File: src/rtl/mem_access_pkg.sv
// Shared definitions for the MEM stage: ALU opcodes, FSM state encodings, reset/write constants.
// Latency: n/a (definitions only).
// Backpressure: n/a.
package mem_access_pkg;

   localparam int ALUOP_W = 8;

   // Load/store opcodes on AluOpBus; every other value is a non-memory op.
   localparam logic [ALUOP_W-1:0] EXE_NONE = 8'h00;
   localparam logic [ALUOP_W-1:0] EXE_LB   = 8'hE0;
   localparam logic [ALUOP_W-1:0] EXE_LH   = 8'hE1;
   localparam logic [ALUOP_W-1:0] EXE_LW   = 8'hE3;
   localparam logic [ALUOP_W-1:0] EXE_LBU  = 8'hE4;
   localparam logic [ALUOP_W-1:0] EXE_LHU  = 8'hE5;
   localparam logic [ALUOP_W-1:0] EXE_SB   = 8'hE8;
   localparam logic [ALUOP_W-1:0] EXE_SH   = 8'hE9;
   localparam logic [ALUOP_W-1:0] EXE_SW   = 8'hEB;

   localparam logic [1:0] MEM_IDLE = 2'd0;
   localparam logic [1:0] MEM_BUSY = 2'd1;
   localparam logic [1:0] MEM_DONE = 2'd2;

   localparam logic        RST_ENABLE    = 1'b1;
   localparam logic [31:0] ZERO_WORD     = 32'h0000_0000;
   localparam logic        WRITE_DISABLE = 1'b0;

   function automatic logic is_load(input logic [ALUOP_W-1:0] op);
      return (op == EXE_LB) || (op == EXE_LH) || (op == EXE_LW) ||
             (op == EXE_LBU) || (op == EXE_LHU);
   endfunction

   function automatic logic is_store(input logic [ALUOP_W-1:0] op);
      return (op == EXE_SB) || (op == EXE_SH) || (op == EXE_SW);
   endfunction

endpackage

File: src/rtl/mem_access_align.sv
// Byte-lane steering for the MEM stage: byte enables, store lane data, load extension, misalignment.
// Latency: purely combinational, zero cycles.
// Backpressure: none; stateless.
// Ports: aluop_i/addr_lo_i/reg2_i/rdata_i in; be_o, wdata_o, ld_data_o, misalign_o out.
module mem_align
   import mem_access_pkg::*;
(
   input  logic [ALUOP_W-1:0] aluop_i,
   input  logic [1:0]         addr_lo_i,
   input  logic [31:0]        reg2_i,
   input  logic [31:0]        rdata_i,
   output logic [3:0]         be_o,
   output logic [31:0]        wdata_o,
   output logic [31:0]        ld_data_o,
   output logic               misalign_o
);

   logic [7:0]  byte_sel;
   logic [15:0] half_sel;

   assign byte_sel = rdata_i[{addr_lo_i, 3'b000} +: 8];
   assign half_sel = addr_lo_i[1] ? rdata_i[31:16] : rdata_i[15:0];

   always_comb begin
      be_o       = 4'b0000;
      wdata_o    = reg2_i;
      ld_data_o  = rdata_i;
      misalign_o = 1'b0;
      case (aluop_i)
         EXE_LB:  begin be_o = 4'hF; ld_data_o = {{24{byte_sel[7]}}, byte_sel}; end
         EXE_LBU: begin be_o = 4'hF; ld_data_o = {24'h0, byte_sel}; end
         EXE_LH:  begin
            be_o = 4'hF; misalign_o = addr_lo_i[0];
            ld_data_o = {{16{half_sel[15]}}, half_sel};
         end
         EXE_LHU: begin
            be_o = 4'hF; misalign_o = addr_lo_i[0];
            ld_data_o = {16'h0, half_sel};
         end
         EXE_LW:  begin be_o = 4'hF; misalign_o = |addr_lo_i; end
         EXE_SB:  begin be_o = 4'b0001 << addr_lo_i; wdata_o = {4{reg2_i[7:0]}}; end
         EXE_SH:  begin
            misalign_o = addr_lo_i[0];
            be_o       = addr_lo_i[1] ? 4'b1100 : 4'b0011;
            wdata_o    = {2{reg2_i[15:0]}};
         end
         EXE_SW:  begin be_o = 4'hF; misalign_o = |addr_lo_i; end
         default: ;
      endcase
   end

endmodule

File: src/rtl/mem_access.sv
// MEM pipeline stage: passes ALU results through and runs load/store req/ack transactions on the data bus.
// Latency: non-memory ops 0 cycles; memory ops >= 2 cycles (issue/busy cycles stall, result in DONE).
// Backpressure: stallreq_mem_o held while the request is outstanding; EX/MEM holds its inputs meanwhile.
// Ports: clk/rst; mem_* from EX/MEM; wb_* to MEM/WB; dbus_* data bus; stall, misalign and busfault flags.
module mem_access
   import mem_access_pkg::*;
#(
   parameter int ADDR_W = 32,
   parameter int DATA_W = 32
) (
   input  logic               clk,
   input  logic               rst,
   input  logic [4:0]         mem_wd_i,
   input  logic               mem_wreg_i,
   input  logic [DATA_W-1:0]  mem_wdata_i,
   input  logic [ALUOP_W-1:0] mem_aluop_i,
   input  logic [ADDR_W-1:0]  mem_addr_i,
   input  logic [DATA_W-1:0]  mem_reg2_i,
   output logic [4:0]         wb_wd_o,
   output logic               wb_wreg_o,
   output logic [DATA_W-1:0]  wb_wdata_o,
   output logic               dbus_req_o,
   output logic               dbus_we_o,
   output logic [ADDR_W-1:0]  dbus_addr_o,
   output logic [3:0]         dbus_be_o,
   output logic [DATA_W-1:0]  dbus_wdata_o,
   input  logic [DATA_W-1:0]  dbus_rdata_i,
   input  logic               dbus_ack_i,
   input  logic               dbus_err_i,
   output logic               stallreq_mem_o,
   output logic               misalign_o,
   output logic               busfault_o
);

   logic [1:0]        state_q, state_d;
   logic [DATA_W-1:0] ld_data_q, ld_data_d;
   logic              err_q, err_d;

   logic [3:0]        lane_be;
   logic [DATA_W-1:0] lane_wdata;
   logic [DATA_W-1:0] lane_ld;
   logic              lane_misalign;
   logic              op_load, op_mem;

   mem_align u_align (
      .aluop_i    (mem_aluop_i),
      .addr_lo_i  (mem_addr_i[1:0]),
      .reg2_i     (mem_reg2_i),
      .rdata_i    (dbus_rdata_i),
      .be_o       (lane_be),
      .wdata_o    (lane_wdata),
      .ld_data_o  (lane_ld),
      .misalign_o (lane_misalign)
   );

   assign op_load = is_load(mem_aluop_i);
   assign op_mem  = op_load | is_store(mem_aluop_i);

   always_comb begin
      state_d        = state_q;
      ld_data_d      = ld_data_q;
      err_d          = err_q;
      dbus_req_o     = 1'b0;
      stallreq_mem_o = 1'b0;
      misalign_o     = 1'b0;
      busfault_o     = 1'b0;
      wb_wd_o        = mem_wd_i;
      wb_wreg_o      = mem_wreg_i;
      wb_wdata_o     = mem_wdata_i;
      case (state_q)
         MEM_IDLE, MEM_BUSY: begin
            if (op_mem && !lane_misalign) begin
               dbus_req_o     = 1'b1;
               stallreq_mem_o = 1'b1;
               // err wins over a simultaneous ack: load data is left untouched
               if (dbus_err_i) begin
                  err_d   = 1'b1;
                  state_d = MEM_DONE;
               end else if (dbus_ack_i) begin
                  ld_data_d = lane_ld;
                  state_d   = MEM_DONE;
               end else begin
                  state_d = MEM_BUSY;
               end
            end else begin
               state_d = MEM_IDLE;
               if (op_mem && state_q == MEM_IDLE) begin
                  misalign_o = 1'b1;
                  wb_wreg_o  = WRITE_DISABLE;
               end
            end
         end
         MEM_DONE: begin
            // bus is ignored here; err_q is consumed so the next op starts clean
            state_d = MEM_IDLE;
            err_d   = 1'b0;
            if (op_load) wb_wdata_o = ld_data_q;
            if (err_q) begin
               wb_wreg_o  = WRITE_DISABLE;
               busfault_o = 1'b1;
            end
         end
         default: state_d = MEM_IDLE;
      endcase
      // a reset abandons any outstanding request in the same cycle
      if (rst == RST_ENABLE) begin
         dbus_req_o     = 1'b0;
         stallreq_mem_o = 1'b0;
         misalign_o     = 1'b0;
         busfault_o     = 1'b0;
         wb_wreg_o      = mem_wreg_i;
         wb_wdata_o     = mem_wdata_i;
      end
   end

   assign dbus_we_o    = dbus_req_o & is_store(mem_aluop_i);
   assign dbus_be_o    = dbus_req_o ? lane_be : 4'b0000;
   assign dbus_addr_o  = {mem_addr_i[ADDR_W-1:2], 2'b00};
   assign dbus_wdata_o = lane_wdata;

   always_ff @(posedge clk) begin
      if (rst == RST_ENABLE) begin
         state_q   <= MEM_IDLE;
         ld_data_q <= ZERO_WORD;
         err_q     <= 1'b0;
      end else begin
         state_q   <= state_d;
         ld_data_q <= ld_data_d;
         err_q     <= err_d;
      end
   end

endmodule

File: config.mk
export PLATFORM = sky130hd
export DESIGN_NAME = mem_access
export DESIGN_NICKNAME = d
export VERILOG_FILES = /design/src/rtl/mem_access_pkg.sv /design/src/rtl/mem_access_align.sv /design/src/rtl/mem_access.sv
export SDC_FILE = /design/constraint.sdc
export NUM_CORES = 1
export LEC_CHECK = 0
export ABC_AREA = 1
export CELL_PAD_IN_SITES_DETAIL_PLACEMENT = 1
export CELL_PAD_IN_SITES_GLOBAL_PLACEMENT = 2
export CORE_MARGIN = 2
export CORE_UTILIZATION = 14
export CTS_CLUSTER_SIZE = 24
export DETAILED_ROUTE_END_ITERATION = 7
export GPL_ROUTABILITY_DRIVEN = 0
export PLACE_DENSITY_LB_ADDON = 0.25
export REMOVE_ABC_BUFFERS = 1
export SYNTH_ARGS = -nofsm -noshare
export SYNTH_HDL_FRONTEND = slang
export SYNTH_SLANG_ARGS = --single-unit
File: constraint.sdc
create_clock -name clk -period 2 [get_ports clk]
set_input_delay 0.4 -clock clk [delete_from_list [all_inputs] [get_ports clk]]
set_output_delay 0.4 -clock clk [all_outputs]
set_load 0.02 [all_outputs]
# [Word level (Yosys, flattened, before mapping)]
# Cells that the tools add are included.
[totals] inputBits=146 latch_bits=0 mem_count=0 ramBits=0 output_inout_bits=111 rom_bits=0 regBits=35 wordCells=73
[classes] mux=30 n_lt_le_gt_ge=0 reduce_logical=20 n_div=0 n_mul=0 bitwise=5 shifts=2 n_addsub=0 eq_ne=12
[ops] operator="$pmux W32 S4" count=1
[ops] operator="$mux W32" count=3
[ops] operator="$eq A8 B8 Y1 const B" count=8
[ops] operator="$pmux W32 S2" count=1
[ops] operator="$shiftx A32 B6 Y8" count=1
[ops] operator="$mux W1" count=16
[ops] operator="$mux W16" count=1
[ops] operator="$pmux W4 S3" count=1
[ops] operator="$mux W4" count=2
[ops] operator="$logic_or A1 B1 Y1" count=6
[ops] operator="$pmux W1 S2" count=3
[ops] operator="$reduce_or A2 Y1" count=3
[ops] operator="$reduce_or A3 Y1" count=2
[ops] operator="$reduce_or A6 Y1" count=1
[ops] operator="$mux W2" count=2
[ops] operator="$ne A2 B2 Y1 const B" count=2
[ops] operator="$reduce_and A4 Y1" count=1
[ops] operator="$reduce_or A4 Y1" count=1
[ops] operator="$shl A1 B2 Y4 const A" count=1
[ops] operator="$not A1 Y1" count=3
[ops] operator="$reduce_and A3 Y1" count=1
[ops] operator="$eq A2 B1 Y1 const B" count=1
[ops] operator="$eq A2 B2 Y1 const B" count=1
[ops] operator="$logic_and A1 B1 Y1" count=2
[ops] operator="other kinds (5)" count=5

# [Logic depth before layout (Yosys ltp)]
[logic_depth] word_depth=11 mapped_depth=15 ltp_nobuf=12

# [Cells and area by module]
# A second synthesis with hierarchy kept.
[hier_totals] cells_unflattened=695 hier_area_um2=3878.7
[modules_own_cells] module="mem_access" seq_area_each_um2=700.7 area_each_um2=2342.2 cells_per_inst=362 instances=1
[modules_own_cells] module="mem_align" seq_area_each_um2=0.0 area_each_um2=1536.5 cells_per_inst=333 instances=1

# [Worst setup path after synthesis]
# Ideal clock, no wire load.
[synth_path] path_kind="input to output" start="input port mem_aluop_i[6]" end="output port wb_wdata_o[0]" n_path_buf=2 arrival_ns=1.875 t_required_ns=1.600 stages=8 slack_ns=-0.275 path_cell_list="nand2_1 nor2_4 buf_6 nand2_2 nand3_2 nand3_1 clkbuf_1 o21ai_0"
[synth_via] elab_chain_cells=8 word_cells_on_any_way=12 classes_between="eq/ne: 5; mux: 3; reduce/logical: 4"
[synth_rtl] item="start: declaration" line="mem_access.sv:16" text="input logic [ALUOP_W-1:0] mem_aluop_i,"
[synth_rtl] item="$eq A8 B8 Y1" line="mem_access_pkg.sv:28" text="return (op == EXE_LB) || (op == EXE_LH) || (op == EXE_LW) ||"
[synth_rtl] item="$logic_or A1 B1 Y1 (3 in series)" line="mem_access_pkg.sv:28"
[synth_rtl] item="$logic_or A1 B1 Y1 *" line="mem_access_pkg.sv:29" text="(op == EXE_LBU) || (op == EXE_LHU);"
[synth_rtl] item="$mux W32 *" line="mem_access.sv:97" text="if (op_load) wb_wdata_o = ld_data_q;"
[synth_rtl] item="$mux W32 *" line="mem_access.sv:70" text="case (state_q)"
[synth_rtl] item="$mux W32 *" line="mem_access.sv:106" text="if (rst == RST_ENABLE) begin"
[synth_rtl] item="end: declaration" line="mem_access.sv:21" text="output logic [DATA_W-1:0] wb_wdata_o,"
# Mark *: on every way between the ends. The rest lies on a longest branch, timed or not.

# [Worst setup path in the final report]
[layout_path] start="input port mem_aluop_i[4]" end="output port dbus_be_o[3]"
[layout_via] elab_chain_cells=11 word_cells_on_any_way=26 classes_between="eq/ne: 8; mux: 6; bitwise: 1; reduce/logical: 11"
[layout_rtl] item="parallel branches: the longest is 10 deep, another holds $eq A8 B8 Y1"
[layout_rtl] item="$mux W4 *" line="mem_access.sv:117" text="assign dbus_be_o = dbus_req_o ? lane_be : 4'b0000;"
[layout_rtl] item="end: declaration" line="mem_access.sv:25" text="output logic [3:0] dbus_be_o,"
# Mark *: on every way between the ends.

==> results.py <==
metrics = {
    "outcome": {
        "status": "complete, but fails checks",
        "violations": "setup timing",
    },
    "synth": {
        "yosysTopAreaCell": "nand2_1",
        "synth-simple-area-share_pct": 44.0,
        "yosysWarnings": 0,
        "synth_seq_cells": 35,
        "avgSynthCellArea_um2": 5.28,
        "ys.flop_type": "dfxtp_1",
        "synth-xor-area-share_pct": 0,
        "synth_compound_area_share_pct": 12.3,
        "ys_seq_area_share_pct": 18.1,
        "synthMuxAreaShare_pct": 0,
        "synthAdderAreaFrac_pct": 0,
        "synth_area_leaders": "nand2_1 (22%), dfxtp_1 (18%), inv_1 (12%)",
        "synth_top_family_by_area": "simple AND/OR/NAND/NOR gates",
        "synth_edf_count": 0,
        "synthDistinctLibCells": 29,
        "netlist_area_mm2": 0.00388,
        "synthCells": 735,
        "synthArstFlopShare_pct": 0,
        "synth_top_area_share_pct": 21.7,
    },
    "power_and_ir_drop": {
        "p_leak_nw": 3.67,
        "ir_drop_mv": 0.236,
        "power_mw": 2.49,
        "power_density_mw_per_mm2": 320,
    },
    "worst_setup_path": {
        "rr_worst_depth": 8,
        "r2r_slack_ns": 0.59,
        "crit_arrival_ns": 1.82,
        "worstSetupEndpointType": "output port",
        "cp_cell_sequence": "buf_6 -> inv_2 -> nand2_2 -> nor2_4 -> buf_12 -> buf_12 -> nand3_4 -> nand2_2 -> nor2_2 -> nor2_8 -> nand3_4 -> nor2_2 -> buf_6",
        "worstPathRequired_ns": 1.60,
        "path_class": "input port to output port",
        "worst_path_largest_cell_delay_ns": 0.18,
        "crit_path_max_fanout": 7,
        "crit_slowest_cell": "nor2_2",
        "start_kind": "input port",
    },
    "floorplanning": {
        "die_h_um": 170,
        "rows": 60,
        "die_w_um": 170,
        "start_util_pct": 14.3,
        "io_pins": 257,
        "core_mm2": 0.0271,
        "die_area_mm2": 0.0290,
    },
    "sta": {
        "maxSlewViolCount": 0,
        "fin_crit_sh_pct": 111,
        "setup_slack_ns": -0.217,
        "tns_ns": -7.03,
        "final_hold_viol_count": 0,
        "rsz0062_at_grt": "yes",
        "setup_viol": 63,
        "finalCriticalPeriod_ns": 2.22,
        "fmax_ghz": 0.451,
        "finClkSkew_ns": 0.00319,
    },
    "place": {
        "dpl.hpwl_mm": 15.7,
        "place.port_buffers": 184,
        "placedCellCount": 1278,
        "place_area_mm2": 0.00629,
    },
    "drt": {
        "vias_per_cell": 3.96,
        "via_count": 5233,
        "drt_wl_total_mm": 21.5,
        "post_drt_wl_per_cell_um": 16.3,
        "drc_errors": 0,
        "dr.pass1.iters": 6,
        "dr.first_iter.drc_count": 143,
        "ant_nets": 0,
    },
    "global_routing": {
        "met1_usage_pct": 18.6,
        "grt_pass1_vias": 5288,
        "grt_use_met2_pct": 23.1,
        "grt.overflow.total": 0,
        "grt_busiest_layer": "met2",
        "met3_usage_pct": 4.84,
        "antenna_found_initial": 0,
        "grt.total_usage_pct": 14.3,
        "grt_first_pass_wirelength_mm": 31.0,
        "grt_start_max_net_pins": 40,
    },
    "clocking": {
        "cts.htree.levels": 2,
        "cts-buffers-inserted": 5,
        "cts_tree": "yes",
        "cts-root-buf": "clkbuf_16",
        "cts_sinks": 35,
        "clockBufferDepth": 2,
        "cts.clk_slew.worst_paths_ns": 0.06,
        "clkLatencyLatePin_ns": 0.29,
    },
    "cells_and_area": {
        "finalNetCount": 1096,
        "finalInstanceArea_mm2": 0.00778,
        "seq_area_um2": 701,
        "stdcell_count": 1323,
        "final_util_pct": 28.7,
        "n_antenna_cell": 0,
        "multi_input_area_mm2": 0.00291,
        "drive_gt1_share_pct": 35.6,
        "fill_cells": 3366,
        "area_delta_synth_final_pct": 101,
    },
    "job": {
        "cap_violations": 0,
    },
    "min_path": {
        "min_path_cells": 2,
        "hold_path_class": "flop to flop",
    },
}
## cell usage after synthesis, types with 4 or more instances
cell type,number
nor2_1,118
clkbuf_1,18
o211ai_1,6
dfxtp_1,35
nand3_1,21
buf_1,4
buf_2,10
nand4_1,29
o22ai_1,7
nand2_1,224
buf_4,48
inv_1,120
o21ai_0,62
o2111ai_1,4
## worst max-delay path: cells and delay by family
family | cells | cell delay (ns)
buffers and inverters | 5 | 0.52
and+or+nand+nor | 8 | 0.88
## what timing repair did
action,4_1_cts,5_1_grt
resized for setup,597,133
pin swaps,33,27
cloned,7,4
hold buffers,0,0
endpoints found under the setup margin,100,100
setup buffers,24,11
## placed cells by master, fill, tap and decap left out, types with 6 or more instances in the layout
cell type and count:
buf_12 17, buf_2 7, buf_4 78, buf_6 66, clkbuf_16 9, clkdlybuf4s50_1 106
dfxtp_1 35, inv_1 108, inv_2 12, nand2_1 164, nand2_2 46, nand2_4 16
nand3_1 17, nand3_4 6, nand4_1 29, nor2_1 104, nor2_2 9, nor2_4 8
o211ai_1 6, o21ai_0 15, o21ai_1 9, o21ai_2 21, o21ai_4 17, o22ai_2 7
## where the power goes
part           switching [mW]  internal, mW  total, mW
registers             0.00162         0.703      0.705
clock network           0.343         0.461      0.803
logic                   0.469         0.511      0.980
## per-stage QoR
stage               worst slack, ns  hold slack [ns]
finish                       -0.217            0.471
global route                 -0.312            0.521
CTS                          -0.265            0.477
detailed placement            -1.10            0.467
global placement              -1.05            0.465
floorplan                     -1.21            0.447
## final timing paths
path | start | endpoint
worst max-delay path | mem_aluop_i[4] | dbus_be_o[3]
worst min register to register | err_q | err_q
worst min-delay path | err_q | err_q
worst max register to register | state_q[1] | ld_data_q[5]
## routing by layer
layer	part of all wire, %	vias up
li1	-	2647
met1	45	2414
met2	47	157
met3	7.3	13
met4	0.81	2
met5	0.37	-
## flip-flops by register name, summed over array words and instances, names as in the netlist
| register | count |
|---|---|
| ld_data_q | 32 |
| state_q | 2 |
| err_q | 1 |
## final cells by class
class / instances / share of cell area (%)
clock buffer: 6 / 1.66
clock inverter: 2 / 0.161
inverter: 124 / 6.11
multi-input combinational: 494 / 37.4
sequential: 35 / 9.01
tap: 372 / 5.98
timing repair buffer: 290 / 39.7
## cells by family after synthesis
kind of cell	Yosys count
buffers and inverters	207
DFF	35
and+or+nand+nor	407
other	1
AOI/OAI and AO/OA	85
(Power assumes the default switching activity.)
